[src/rtl/seg_display_sched.sv]
// Round-robin display scheduler: grants one requesting source, converts its value to BCD
// with a sequential shift-add-3 engine and drives active-low seven-segment patterns.
module seg_display_sched #(
  parameter int N_SRC    = 3,
  parameter int VAL_W    = 13,
  parameter int DIGITS   = 4,
  parameter int HOLD_CYC = 50000000
) (
  input  logic                       clk,
  input  logic                       rst,
  input  logic [N_SRC-1:0]           i_req,
  input  logic [N_SRC*VAL_W-1:0]     i_val,
  output logic [DIGITS*7-1:0]        o_seg,
  output logic [$clog2(N_SRC)-1:0]   o_src,
  output logic                       o_valid,
  output logic                       o_busy
);

  localparam int SRC_W  = $clog2(N_SRC);
  localparam int HOLD_W = $clog2(HOLD_CYC);
  localparam int ITER_W = $clog2(VAL_W + 1);
  localparam int BCD_W  = 4 * DIGITS;

  localparam logic [6:0] SEG_DASH  = 7'b0111111;
  localparam logic [6:0] SEG_BLANK = 7'b1111111;

  function automatic logic [63:0] pow10(input int n);
    logic [63:0] p;
    p = 64'd1;
    for (int i = 0; i < n; i++) p = p * 64'd10;
    return p;
  endfunction

  localparam logic [63:0] DISP_LIMIT = pow10(DIGITS);

  function automatic logic [6:0] seg_of(input logic [3:0] d);
    case (d)
      4'd0:    seg_of = 7'b1000000;
      4'd1:    seg_of = 7'b1111001;
      4'd2:    seg_of = 7'b0100100;
      4'd3:    seg_of = 7'b0110000;
      4'd4:    seg_of = 7'b0011001;
      4'd5:    seg_of = 7'b0010010;
      4'd6:    seg_of = 7'b0000010;
      4'd7:    seg_of = 7'b1011000;
      4'd8:    seg_of = 7'b0000000;
      4'd9:    seg_of = 7'b0010000;
      default: seg_of = SEG_BLANK;
    endcase
  endfunction

  typedef enum logic [1:0] {IDLE, CONV, SHOW} state_t;

  state_t             state_reg, state_next;
  logic [SRC_W-1:0]   last_src_reg;
  logic [VAL_W-1:0]   bin_reg;
  logic [BCD_W-1:0]   bcd_reg;
  logic [ITER_W-1:0]  iter_reg;
  logic [HOLD_W-1:0]  hold_reg;
  logic               ovf_reg;

  logic               grant_en, step_en, load_en, clear_en;
  logic               grant_found;
  logic [SRC_W-1:0]   grant_idx;
  int                 search_idx;
  logic [VAL_W-1:0]   sel_val;
  logic [63:0]        sel_val_ext;
  logic [BCD_W-1:0]   bcd_adj;
  logic [DIGITS*7-1:0] seg_fmt;
  logic               lead_zero;

  // Rotating-priority search starting just after the last granted source.
  always_comb begin
    grant_found = 1'b0;
    grant_idx   = '0;
    search_idx  = 0;
    for (int i = 1; i <= N_SRC; i++) begin
      search_idx = (int'(last_src_reg) + i) % N_SRC;
      if (!grant_found && i_req[search_idx]) begin
        grant_found = 1'b1;
        grant_idx   = SRC_W'(search_idx);
      end
    end
  end

  always_comb begin
    sel_val = i_val[int'(grant_idx)*VAL_W +: VAL_W];
    sel_val_ext = '0;
    sel_val_ext[VAL_W-1:0] = sel_val;
  end

  for (genvar gi = 0; gi < DIGITS; gi++) begin : g_adj
    assign bcd_adj[gi*4 +: 4] = (bcd_reg[gi*4 +: 4] >= 4'd5) ?
                                bcd_reg[gi*4 +: 4] + 4'd3 : bcd_reg[gi*4 +: 4];
  end

  // Leading zeros blank out from the top; the units digit is always drawn.
  always_comb begin
    seg_fmt   = '1;
    lead_zero = 1'b1;
    for (int d = DIGITS - 1; d >= 0; d--) begin
      if (ovf_reg) begin
        seg_fmt[d*7 +: 7] = SEG_DASH;
      end else if (lead_zero && (d != 0) && (bcd_reg[d*4 +: 4] == 4'd0)) begin
        seg_fmt[d*7 +: 7] = SEG_BLANK;
      end else begin
        seg_fmt[d*7 +: 7] = seg_of(bcd_reg[d*4 +: 4]);
        lead_zero = 1'b0;
      end
    end
  end

  always_ff @(posedge clk or negedge rst) begin
    if (!rst) state_reg <= IDLE;
    else      state_reg <= state_next;
  end

  always_comb begin
    state_next = state_reg;
    grant_en   = 1'b0;
    step_en    = 1'b0;
    load_en    = 1'b0;
    clear_en   = 1'b0;
    case (state_reg)
      IDLE: begin
        if (grant_found) begin
          grant_en   = 1'b1;
          state_next = CONV;
        end
      end
      CONV: begin
        if (iter_reg == ITER_W'(VAL_W)) begin
          load_en    = 1'b1;
          state_next = SHOW;
        end else begin
          step_en = 1'b1;
        end
      end
      SHOW: begin
        if (!i_req[o_src]) begin
          clear_en   = 1'b1;
          state_next = IDLE;
        end else if (hold_reg == HOLD_W'(HOLD_CYC - 1)) begin
          // The shown source is still requesting, so a grant always exists here.
          grant_en   = 1'b1;
          state_next = CONV;
        end
      end
      default: state_next = IDLE;
    endcase
  end

  always_ff @(posedge clk or negedge rst) begin
    if (!rst) begin
      last_src_reg <= SRC_W'(N_SRC - 1);
      o_src        <= '0;
      o_seg        <= '1;
      o_valid      <= 1'b0;
      bin_reg      <= '0;
      bcd_reg      <= '0;
      iter_reg     <= '0;
      hold_reg     <= '0;
      ovf_reg      <= 1'b0;
    end else begin
      if (grant_en) begin
        last_src_reg <= grant_idx;
        o_src        <= grant_idx;
        bin_reg      <= sel_val;
        bcd_reg      <= '0;
        iter_reg     <= '0;
        ovf_reg      <= (sel_val_ext >= DISP_LIMIT);
      end
      if (step_en) begin
        bcd_reg  <= {bcd_adj[BCD_W-2:0], bin_reg[VAL_W-1]};
        bin_reg  <= {bin_reg[VAL_W-2:0], 1'b0};
        iter_reg <= iter_reg + ITER_W'(1);
      end
      if (load_en) begin
        o_seg    <= seg_fmt;
        o_valid  <= 1'b1;
        hold_reg <= '0;
      end
      if (clear_en) begin
        o_seg   <= '1;
        o_valid <= 1'b0;
      end
      if ((state_reg == SHOW) && (hold_reg != HOLD_W'(HOLD_CYC - 1)))
        hold_reg <= hold_reg + HOLD_W'(1);
    end
  end

  assign o_busy = (state_reg == CONV);

endmodule
[config.mk]
export PLATFORM = sky130hd
export DESIGN_NAME = seg_display_sched
export DESIGN_NICKNAME = d
export VERILOG_FILES = /design/src/rtl/seg_display_sched.sv
export SDC_FILE = /design/constraint.sdc
export NUM_CORES = 1
export LEC_CHECK = 0
export ABC_AREA = 1
export BUFFER_PORTS_ARGS = -buffer_cell sky130_fd_sc_hd__clkbuf_2
export CORE_MARGIN = 10
export CORE_UTILIZATION = 55
export DETAILED_ROUTE_END_ITERATION = 10
export PLACE_DENSITY = 0.75
export SLEW_MARGIN = 20
export SYNTH_ARGS = -nofsm -noshare
export SYNTH_HDL_FRONTEND = slang
export SYNTH_SLANG_ARGS = --single-unit
[constraint.sdc]
create_clock -name clk -period 2.7 [get_ports clk]
set_input_delay 0.135 -clock clk [delete_from_list [all_inputs] [get_ports clk]]
set_output_delay 0.135 -clock clk [all_outputs]
set_load 0.01 [all_outputs]
Yosys cells after proc, flatten, opt, wreduce, memory -nomap -nowiden --
Memories as Yosys holds them, arrays and structs flattened. Index checks and enable logic that the tools add are counted.
Storage, ports and cells: register bits 95, bits in read-only memories 448, word-level logic and storage cells 119, memories kept 4
Memories:
- (no name shown) | words 16, bits a word 7, rd ports 1, clocked after Yosys merged registers in 0, write ports 0, RTL line 37 | case (d)
- (no name shown) | words 16, bits a word 7, rd ports 1, clocked after Yosys merged registers in 0, write ports 0, RTL line 37
- (no name shown) | words 16, bits a word 7, rd ports 1, clocked after Yosys merged registers in 0, write ports 0, RTL line 37
- (no name shown) | words 16, bits a word 7, rd ports 1, clocked after Yosys merged registers in 0, write ports 0, RTL line 37
Cells by class: add/subtract/negate cells 9, multiply operators 1, divide/modulo/power cells 3, $lt $le $gt $ge 9, equal/unequal tests 8, shift operators 1, mux-type cells 59, reductions and logical operators 15
Operators with widths (number):
- 32-bit by 4-bit less-than comparator with 1-bit output (second input constant) | 3
- 32-bit by 3-bit remainder unit with 32-bit output (second input constant) | 3
- 28-bit 2-to-1 mux | 2
- 26-bit 2-to-1 mux | 2
- 7-bit 2-to-1 mux | 7
- 39-bit by 7-bit variable part select with 13-bit output | 1
- 16-bit 2-to-1 mux | 2
- 26-bit by 1-bit adder with 26-bit output (second input constant) | 1
- 26-bit equality test (second input constant) | 1
- 13-bit 2-to-1 mux | 2
- 26-bit != test (second input constant) | 1
- 1-bit 2-to-1 mux | 25
- 4-bit 2-to-1 mux | 5
- 4-bit by 3-bit greater-or-equal comparator with 1-bit output (second input constant) | 4
- 13-bit by 14-bit greater-or-equal comparator with 1-bit output (second input constant) | 1
- 2-bit 2-to-1 mux | 7
- 4-bit by 2-bit adder with 4-bit output (second input constant) | 3
- 4-bit logical NOT | 3
- 1-bit binary-select mux with 2-bit select | 4
- 2-bit by 2-bit adder with 3-bit output (second input constant) | 2
- 2-bit by 4-bit multiplier with 6-bit output (second input constant) | 1
- 2-bit one-hot mux with 3 select lines | 1
- 2-bit nonzero test | 3
- 1-bit logical AND | 5
- 15 further kinds | 16

Logic depth before layout (Yosys ltp) --
Gate-level depths: netlist of the first run.
word-level depth 16, depth in mapped cells 17, gate-level depth less buffers 16

Least setup slack after synthesis of the first run --
Ideal clock, no wire load.
kind reg2reg, start point register o_src[0], end point register bin_reg[10], data arrival time 1.822 ns, data required time 2.584 ns, path slack 0.761 ns, cell stages (with the launch flop) 17, path buffers 1, path through dfrtp_1 -> inv_1 -> ha_1 -> inv_2 -> nand2_1 -> nand3_1 -> nand2_1 -> nand2_1 -> nor2_2 -> nand2_1 -> nand2_2 -> inv_2 -> buf_6 -> nand3_1 -> nand2_1 -> nand2_1 -> nand2_1
Between the ends: cells in the longest elaborated chain, start to end 5
Ends and longest elaborated chain:
- start, declared | RTL line 14 | output logic [$clog2(N_SRC)-1:0] o_src,
- start signal, assigned | RTL line 167 | o_src <= grant_idx;
- 1-bit binary-select mux with 2-bit select | RTL line 140 | if (!i_req[o_src]) begin
- 1-bit 2-to-1 mux (not written as such) | RTL line 140
- 1-bit 2-to-1 mux | RTL line 140
- 1-bit one-hot mux with 2 select lines | RTL line 124 | case (state_reg)
- 2-bit nonzero test (no source line)
- end signal, assigned | RTL line 168 | bin_reg <= sel_val;
- end signal, assigned | RTL line 175 | bin_reg <= {bin_reg[VAL_W-2:0], 1'b0};
- end, declared | RTL line 56 | logic [VAL_W-1:0] bin_reg;
No other way between the ends. The select of a mux whose other input is x is not followed. A chain may end at the register's enable or synchronous reset.

Final worst setup path of the first run --
start point register o_src[0], end point register bin_reg[7]
The elaborated chain is that of the path after synthesis.

==> impl_results.md, run 1 <==
* Relative slew margins at 48.5%
* Maximum root-to-sink buffer count at 2
* Post-cts hold buffer count at 1
* Largest net degree at the start of global routing at 60
* Overall die width at 123 µm
* Via count of the first global-routing pass at 5345
* Main synth FF type: sky130_fd_sc_hd__dfrtp_1
* Placeable core region at 10300 µm²
* DRC errors left at 0
* Synthesized instance count at 802
* Post-synthesis sequential element count at 93
* Yosys warning total at 0
* Worst min-delay path class: input port to flip-flop
* Clock Sinks at 93
* Synthesized area per cell at about 7.3 µm²
* Upper clock frequency limit at between 400 and 500 MHz
* Ordered list of cells on the worst path: inv_1 -> ha_1 -> inv_2 -> nand2_1 -> nand3_1 -> nand2_1 -> nand2_1 -> nor2_2 -> nand2_2 -> nand2_2 -> nand2_1 -> nand3_1 -> nand2_1 -> nand2_1 -> nand2_1
* Area enclosed by the die boundary at 15100 µm²
* Total wire length at 13400 µm
* # Max-Cap Violations at 0
* CP Data Required Time at 2.98 ns
* Final Net Count at 950
* Clk root buf: sky130_fd_sc_hd__clkbuf_8
* Y dimension of the die at 123 µm
* Worst Path Arrival at 2.60 ns
* Initial Util at 56.4%
* Post-place instance area at 6320 µm²
* First drt pass iteration count at 5
* Share of synthesized flip-flops with an asynchronous set or reset at 100%
* Clock-pin transition on the worst setup and hold timing paths at 0.09 ns
* Tightest Pin Transition at 0.771 ns
* Tot GR Track Use at 18.6%
* Peak ir drop on the vdd network at roughly 0.00064 V
* HPWL Detailed at ~10000 µm
* Leak at 3.33 nW
* Area occupied by registers at 2360 µm²
* Iteration-0 DRC Markers at 343
* Via-to-Cell Ratio at 5.28
* Syn-to-layout area delta at 11.5%
* Most frequent cells in the layout: sky130_fd_sc_hd__nand2_1 (190), sky130_fd_sc_hd__inv_1 (113), sky130_fd_sc_hd__nor2_1 (104), sky130_fd_sc_hd__clkbuf_2 (74), sky130_fd_sc_hd__dfrtp_1 (64)
* Ports at 76
* Clock tree from TritonCTS: yes
* Most frequent standard cell in the layout excluding fill and tap cells: sky130_fd_sc_hd__nand2_1
* Clock tree skew after final layout at 0.00892 ns
* Area of the multi-input gates at about 2900 µm²
* Inserted Diodes at 0
* Final Hold Vio Count at 0
* Unique masters post-synth at 44
* Worst reg2reg setup slack at 0.37 ns
* Port buffer count at between 70 and 80
* Slowest cell on the critical path: sky130_fd_sc_hd__dfrtp_1
* Wire length per cell after detailed routing at 13.2 µm
* Post-route minimum period at 2.33 ns
* Setup repair after global routing missed its margin: false
* Element type at the critical path start: flip-flop
* Final critical-path share of the clock period at 86.2%
* Number of inserted filler cells in the final layout at 920
* Buffers inserted during post-CTS setup optimization at 0
* Mapped Nets at 877
* Worst setup EP type: flip-flop
* Netlist Area Pre-Place at 5830 µm²
* Post-cts resize count at 0
* Total negative slack at 0 ns
* Total count of max-transition violations in the final report at 0
* Cts bufs inserted at 9
* Maximum level of the CTS H-tree at 3
* Count of standard-cell rows at 37
* Flip-flop count of the largest register, all copies and words added at 28
* Crit Path Class: flip-flop to flip-flop
* Worst-path maximum fanout at 15
* Total gr overflow at 0
* Clock latency on the worst-skew pair at roughly 0.38 ns
* Wire length of the first global-routing pass at 23500 µm
* Total number of vias at approximately 5400
* Cell occurring most often along the worst timing path: sky130_fd_sc_hd__nand2_1
* Remaining number of nets flagged by the antenna check after routing at 0
* Critical path's largest stage delay at a little over 0.4 ns
* Power Density at between 1000 and 1500 nW/µm²
* Setup violators final at 0
* Initial antenna violation count at 0
* Number of enable flip-flop cells after synthesis at 0
* Run status: complete, no violations
* Sequential area share after synthesis at 40.6%
* Weighted congestion at the end of routability-driven global placement at 0.937
* Final std cell area, no fill at 6490 µm²
* Share of cells above drive strength 1 at 17.0%
-- worst max-delay path: cells and delay by family, from the launching register on --
kind | cells | cell delay [ns]
simple gates | 12 | 1.24
flops | 1 | 0.41
fa+ha+maj | 1 | 0.37
buf+inv | 2 | 0.19
-- cells by family (layout without fill, tap and decap cells) --
logic type | after synthesis | after routing | synth area share (%)
AO/OA/AOI/OAI | 141 | 141 | 13.8
XOR/XNOR | 5 | 5 | 0.752
adder cells (fa/ha/maj) | 31 | 31 | 6.66
buffers and inverters | 141 | 219 | 9.88
flip-flops | 93 | 93 | 40.6
AND/OR/NAND/NOR | 391 | 391 | 28.4
-- final cells by class --
| cell class | instances | area share [%] |
|---|---|---|
| clock buffer | 9 | 1.91 |
| clock inverter | 7 | 0.655 |
| inverter | 119 | 6.88 |
| multi-input combinational | 568 | 44.5 |
| sequential | 93 | 36.4 |
| tap | 136 | 2.62 |
| timing repair buffer | 84 | 7.09 |
-- Yosys cell counts, drive strengths merged, types with 3 or more instances --
cell type / number / area [µm²]
nand3: 65 / 335
dfstp: 29 / 762
a31oi: 3 / 18.8
o22ai: 17 / 106
nand2: 196 / 751
a21oi: 55 / 275
ha: 31 / 388
inv: 119 / 447
o31ai: 5 / 37.5
o2bb2ai: 3 / 26.3
o21ai: 44 / 224
buf: 15 / 103
dfrtp: 64 / 1600
nand4: 7 / 50.1
nor3: 8 / 51.3
a21boi: 4 / 30.0
nor2: 109 / 427
xor2: 4 / 35.0
clkbuf: 7 / 26.3
-- where the power goes --
group	total, mW	switching (mW)	internal [mW]
sequential	2.48	0.422	2.05
combinational	3.77	2.39	1.38
clock	0.816	0.489	0.327
total	7.06	3.30	3.76
-- per-layer routing --
layer / vias to the layer above / wire [µm] / GRT usage [%]
li1: 2730 / - / -
met1: 2461 / 6160 / 23.6
met2: 153 / 6070 / 29.7
met3: 19 / 907 / 5.61
met4: 0 / 238 / 6.63
met5: - / 0 / 0
-- final timing paths --
kind / startpoint / endpoint / cells after the start
min reg2reg: bin_reg[12]$_DFFE_PN0P_ / bin_reg[12]$_DFFE_PN0P_ / 2
max reg2reg: o_src[0]$_DFFE_PN0P_ / bin_reg[7]$_DFFE_PN0P_ / 15
max in group asynchronous: rst / o_seg[0]$_DFFE_PN1P_ / 3
max: o_src[0]$_DFFE_PN0P_ / bin_reg[7]$_DFFE_PN0P_ / 15
min in group asynchronous: rst / hold_reg[0]$_DFFE_PN0P_ / 2
min: i_val[26] / bin_reg[0]$_DFFE_PN0P_ / 5
-- through the flow --
step / instances / total power, mW / utilization, % / hold slack [ns] / setup slack (ns)
finish: 1016 / 7.06 / 62.9 / 0.0554 / 0.373
global route: 1016 / 7.84 / 62.9 / 0.0746 / 0.0281
CTS: 1016 / 7.10 / 62.9 / 0.0465 / 0.376
detailed placement: 999 / 6.27 / 61.2 / 0.118 / 0.389
global placement: 999 / 6.12 / 61.2 / 0.118 / 0.518
floorplan: 802 / 5.33 / - / -0.161 / 0.761
Note: power is estimated with default switching activity, not from simulation.
==> run 2, diff against run 1 <==
--- a/config.mk
+++ b/config.mk
@@ -10,6 +10,7 @@
 export CORE_MARGIN = 10
 export CORE_UTILIZATION = 55
 export DETAILED_ROUTE_END_ITERATION = 10
+export HOLD_SLACK_MARGIN = 0.1
 export PLACE_DENSITY = 0.75
 export SLEW_MARGIN = 20
 export SYNTH_ARGS = -nofsm -noshare
==> impl_results.md, run 2 (same netlist as run 1, synthesis figures left out) <==
* Tightest Pin Transition at 0.758 ns (-0.0131 ns)
* Most frequent cells in the layout: sky130_fd_sc_hd__nand2_1 (190), sky130_fd_sc_hd__inv_1 (113), sky130_fd_sc_hd__nor2_1 (104), sky130_fd_sc_hd__clkbuf_2 (74), sky130_fd_sc_hd__dfrtp_1 (64)
* Clock-pin transition on the worst setup and hold timing paths at 0.09 ns (about the same)
* Worst min-delay path class: input port to flip-flop
* Launch point of the critical path: o_src[0]$_DFFE_PN0P_
* Critical path's largest stage delay at 0.41 ns (about the same)
* Port buffer count at 75 (unchanged)
* Initial antenna violation count at 0 (unchanged)
* Overall die width at 123 µm (unchanged)
* Syn-to-layout area delta at 13.7%
* Via-to-Cell Ratio at 5.24 (-0.82%)
* Y dimension of the die at 123 µm (unchanged)
* # Max-Cap Violations at 0 (unchanged)
* Iteration-0 DRC Markers at 347 (+1.2%)
* M2 GR Usage at 30.8% (+1.1 points)
* Clock latency on the worst-skew pair at 0.37 ns (about the same)
* Relative slew margins at 49.4% (+0.88 points)
* Tot GR Track Use at 19.0% (+0.32 points)
* Share of cells above drive strength 1 at 16.8% (-0.25 points)
* Setup violators final at 0 (unchanged)
* Slowest cell on the critical path: sky130_fd_sc_hd__dfrtp_1
* CP Data Required Time at 2.97 ns (about the same)
* Total negative slack at 0 ns (unchanged)
* Crit Path Class: flip-flop to flip-flop
* Maximum level of the CTS H-tree at 3 (unchanged)
* Worst setup EP type: flip-flop
* Final Hold Vio Count at 0 (unchanged)
* Setup repair after global routing missed its margin: false
* Worst Path Arrival at 2.60 ns (about the same)
* Clk root buf: sky130_fd_sc_hd__clkbuf_8
* Final Net Count at 963 (+1.4%)
* Via count of the first global-routing pass at 5421 (+1.4%)
* Largest net degree at the start of global routing at 60 (unchanged)
* Leak at 3.38 nW (+1.6%)
* Endpoint of the lowest-slack register-to-register path: bin_reg[7]$_DFFE_PN0P_
* Cts bufs inserted at 9 (unchanged)
* Total gr overflow at 0 (unchanged)
* Placeable core region at 10300 µm² (unchanged)
* Ordered list of cells on the worst path: inv_1 -> ha_1 -> inv_2 -> nand2_1 -> nand3_1 -> nand2_1 -> nand2_1 -> nor2_2 -> nand2_2 -> nand2_2 -> nand2_1 -> nand3_1 -> nand2_1 -> nand2_1 -> nand2_1
* Global-route met3 utilization at 5.15% (-0.46 points)
* First drt pass iteration count at 6 (+1)
* Post-cts resize count at 0 (unchanged)
* Wire length of the first global-routing pass at 24000 µm (+1.8%)
* Flip-flop count of the largest register, all copies and words added at 28 (unchanged)
* Worst reg2reg setup slack at 0.37 ns (about the same)
* Power Density at 1070 nW/µm² (-1.9%)
* Peak-usage layer in the global routing report: met2
* Clock tree skew after final layout at 0.00855 ns (-0.000367 ns)
* Initial Util at 56.4% (unchanged)
* Wire length per cell after detailed routing at 13.1 µm (-0.50%)
* Cell depth of the worst flop-to-flop path at 15 (unchanged)
* Clock tree from TritonCTS: yes
* Count of standard-cell rows at 37 (unchanged)
* Final critical-path share of the clock period at 86.3% (+0.097 points)
* Worst-path maximum fanout at 15 (unchanged)
* Worst setup path endpoint: bin_reg[7]$_DFFE_PN0P_
* Run status: complete, no violations
* Total wire length at 13500 µm (+0.78%)
* Most frequent standard cell in the layout excluding fill and tap cells: sky130_fd_sc_hd__nand2_1
* Clock Sinks at 93 (unchanged)
* Remaining number of nets flagged by the antenna check after routing at 0 (unchanged)
* Launch instance of the worst register-to-register path: o_src[0]$_DFFE_PN0P_
* DRC errors left at 0 (unchanged)
* Total number of vias at 5387 (+0.45%)
* HPWL Detailed at 10200 µm (unchanged)
* Cell occurring most often along the worst timing path: sky130_fd_sc_hd__nand2_1
* Number of inserted filler cells in the final layout at 896 (-2.6%)
* Maximum root-to-sink buffer count at 2 (unchanged)
* Weighted congestion at the end of routability-driven global placement at 0.937 (unchanged)
* Met1 Usage GRT at 23.9% (+0.31 points)
* Ports at 76 (unchanged)
* Area enclosed by the die boundary at 15100 µm² (unchanged)
* Hold Slack at 0.147 ns (+0.0912 ns)
* Number of instances in the placed design at 999 (unchanged)
* Peak ir drop on the vdd network at 0.000641 V (+0.19%)
* Post-Layout Cell Count at 1029 (+1.3%)
* Upper clock frequency limit at 429 MHz (-0.11%)
* Post-route minimum period at 2.33 ns (+0.00261 ns)
* Total count of max-transition violations in the final report at 0 (unchanged)
* Inserted Diodes at 0 (unchanged)
* Element type at the critical path start: flip-flop
run 2: changes by cell type in the layout (fill, tap and decap cells not counted):
cell / previous run / this run
sky130_fd_sc_hd__dlygate4sd3_1: 1 / 14
run 2: cell type report:
cell class | count | area [µm²] | area share [%]
clock buffers | 9 | 124 | 1.87
clock inverters | 7 | 42.5 | 0.642
inverters | 119 | 447 | 6.74
multi-input cells | 568 | 2890 | 43.6
flip-flops and latches | 93 | 2360 | 35.7
well taps | 136 | 170 | 2.57
repair buffers | 97 | 591 | 8.91
run 2: what timing repair did:
item	in CTS	in global routing
buffers inserted	0	0
hold endpoints to repair	47	0
hold buffers	14	0
run 2: critical path: cells and delay by family, from the launching register on:
family | cells | cell delay [ns]
simple gates | 12 | 1.25
flops | 1 | 0.41
fa+ha+maj | 1 | 0.37
buf+inv | 2 | 0.19
run 2: power by group:
part / internal (mW) / switching, mW / total, mW / leakage (nW)
logic: 1.39 / 2.39 / 3.77 / 2.17
registers: 2.05 / 0.421 / 2.47 / 1.12
clock network: 0.327 / 0.488 / 0.815 / 0.0824
total: 3.77 / 3.29 / 7.06 / 3.38
run 2: worst min-delay path by stage:
stage                        start                 endpoint  slack (ns)  cells after the start
after detailed placement       rst  hold_reg[0]$_DFFE_PN0P_        0.12                      1
after global routing      i_val[9]   bin_reg[9]$_DFFE_PN0P_        0.17                      7
final                     i_val[3]   bin_reg[3]$_DFFE_PN0P_        0.15                      7
after floorplan                rst   bcd_reg[0]$_DFFE_PN0P_       -0.16                      0
after global placement         rst  hold_reg[2]$_DFFE_PN0P_        0.12                      1
after CTS                 i_val[3]   bin_reg[3]$_DFFE_PN0P_        0.13                      7
run 2: metrics by stage:
step                      cell area, µm²  setup slack [ns]  util (%)  power [mW]
after global routing                6630            0.0281      64.2        7.86
after global placement              6320             0.518      61.2        6.12
after detailed placement            6320             0.389      61.2        6.27
after CTS                           6630             0.376      64.2        7.11
after floorplan                     5830             0.761         -        5.33
final                               6630             0.370      64.2        7.06
run 2: layer usage:
| layer | share of wire [%] | vias to the layer above |
|---|---|---|
| met5 | 0 | - |
| met4 | 2.0 | 0 |
| met3 | 6.1 | 21 |
| met2 | 46 | 145 |
| met1 | 46 | 2464 |
| li1 | - | 2757 |
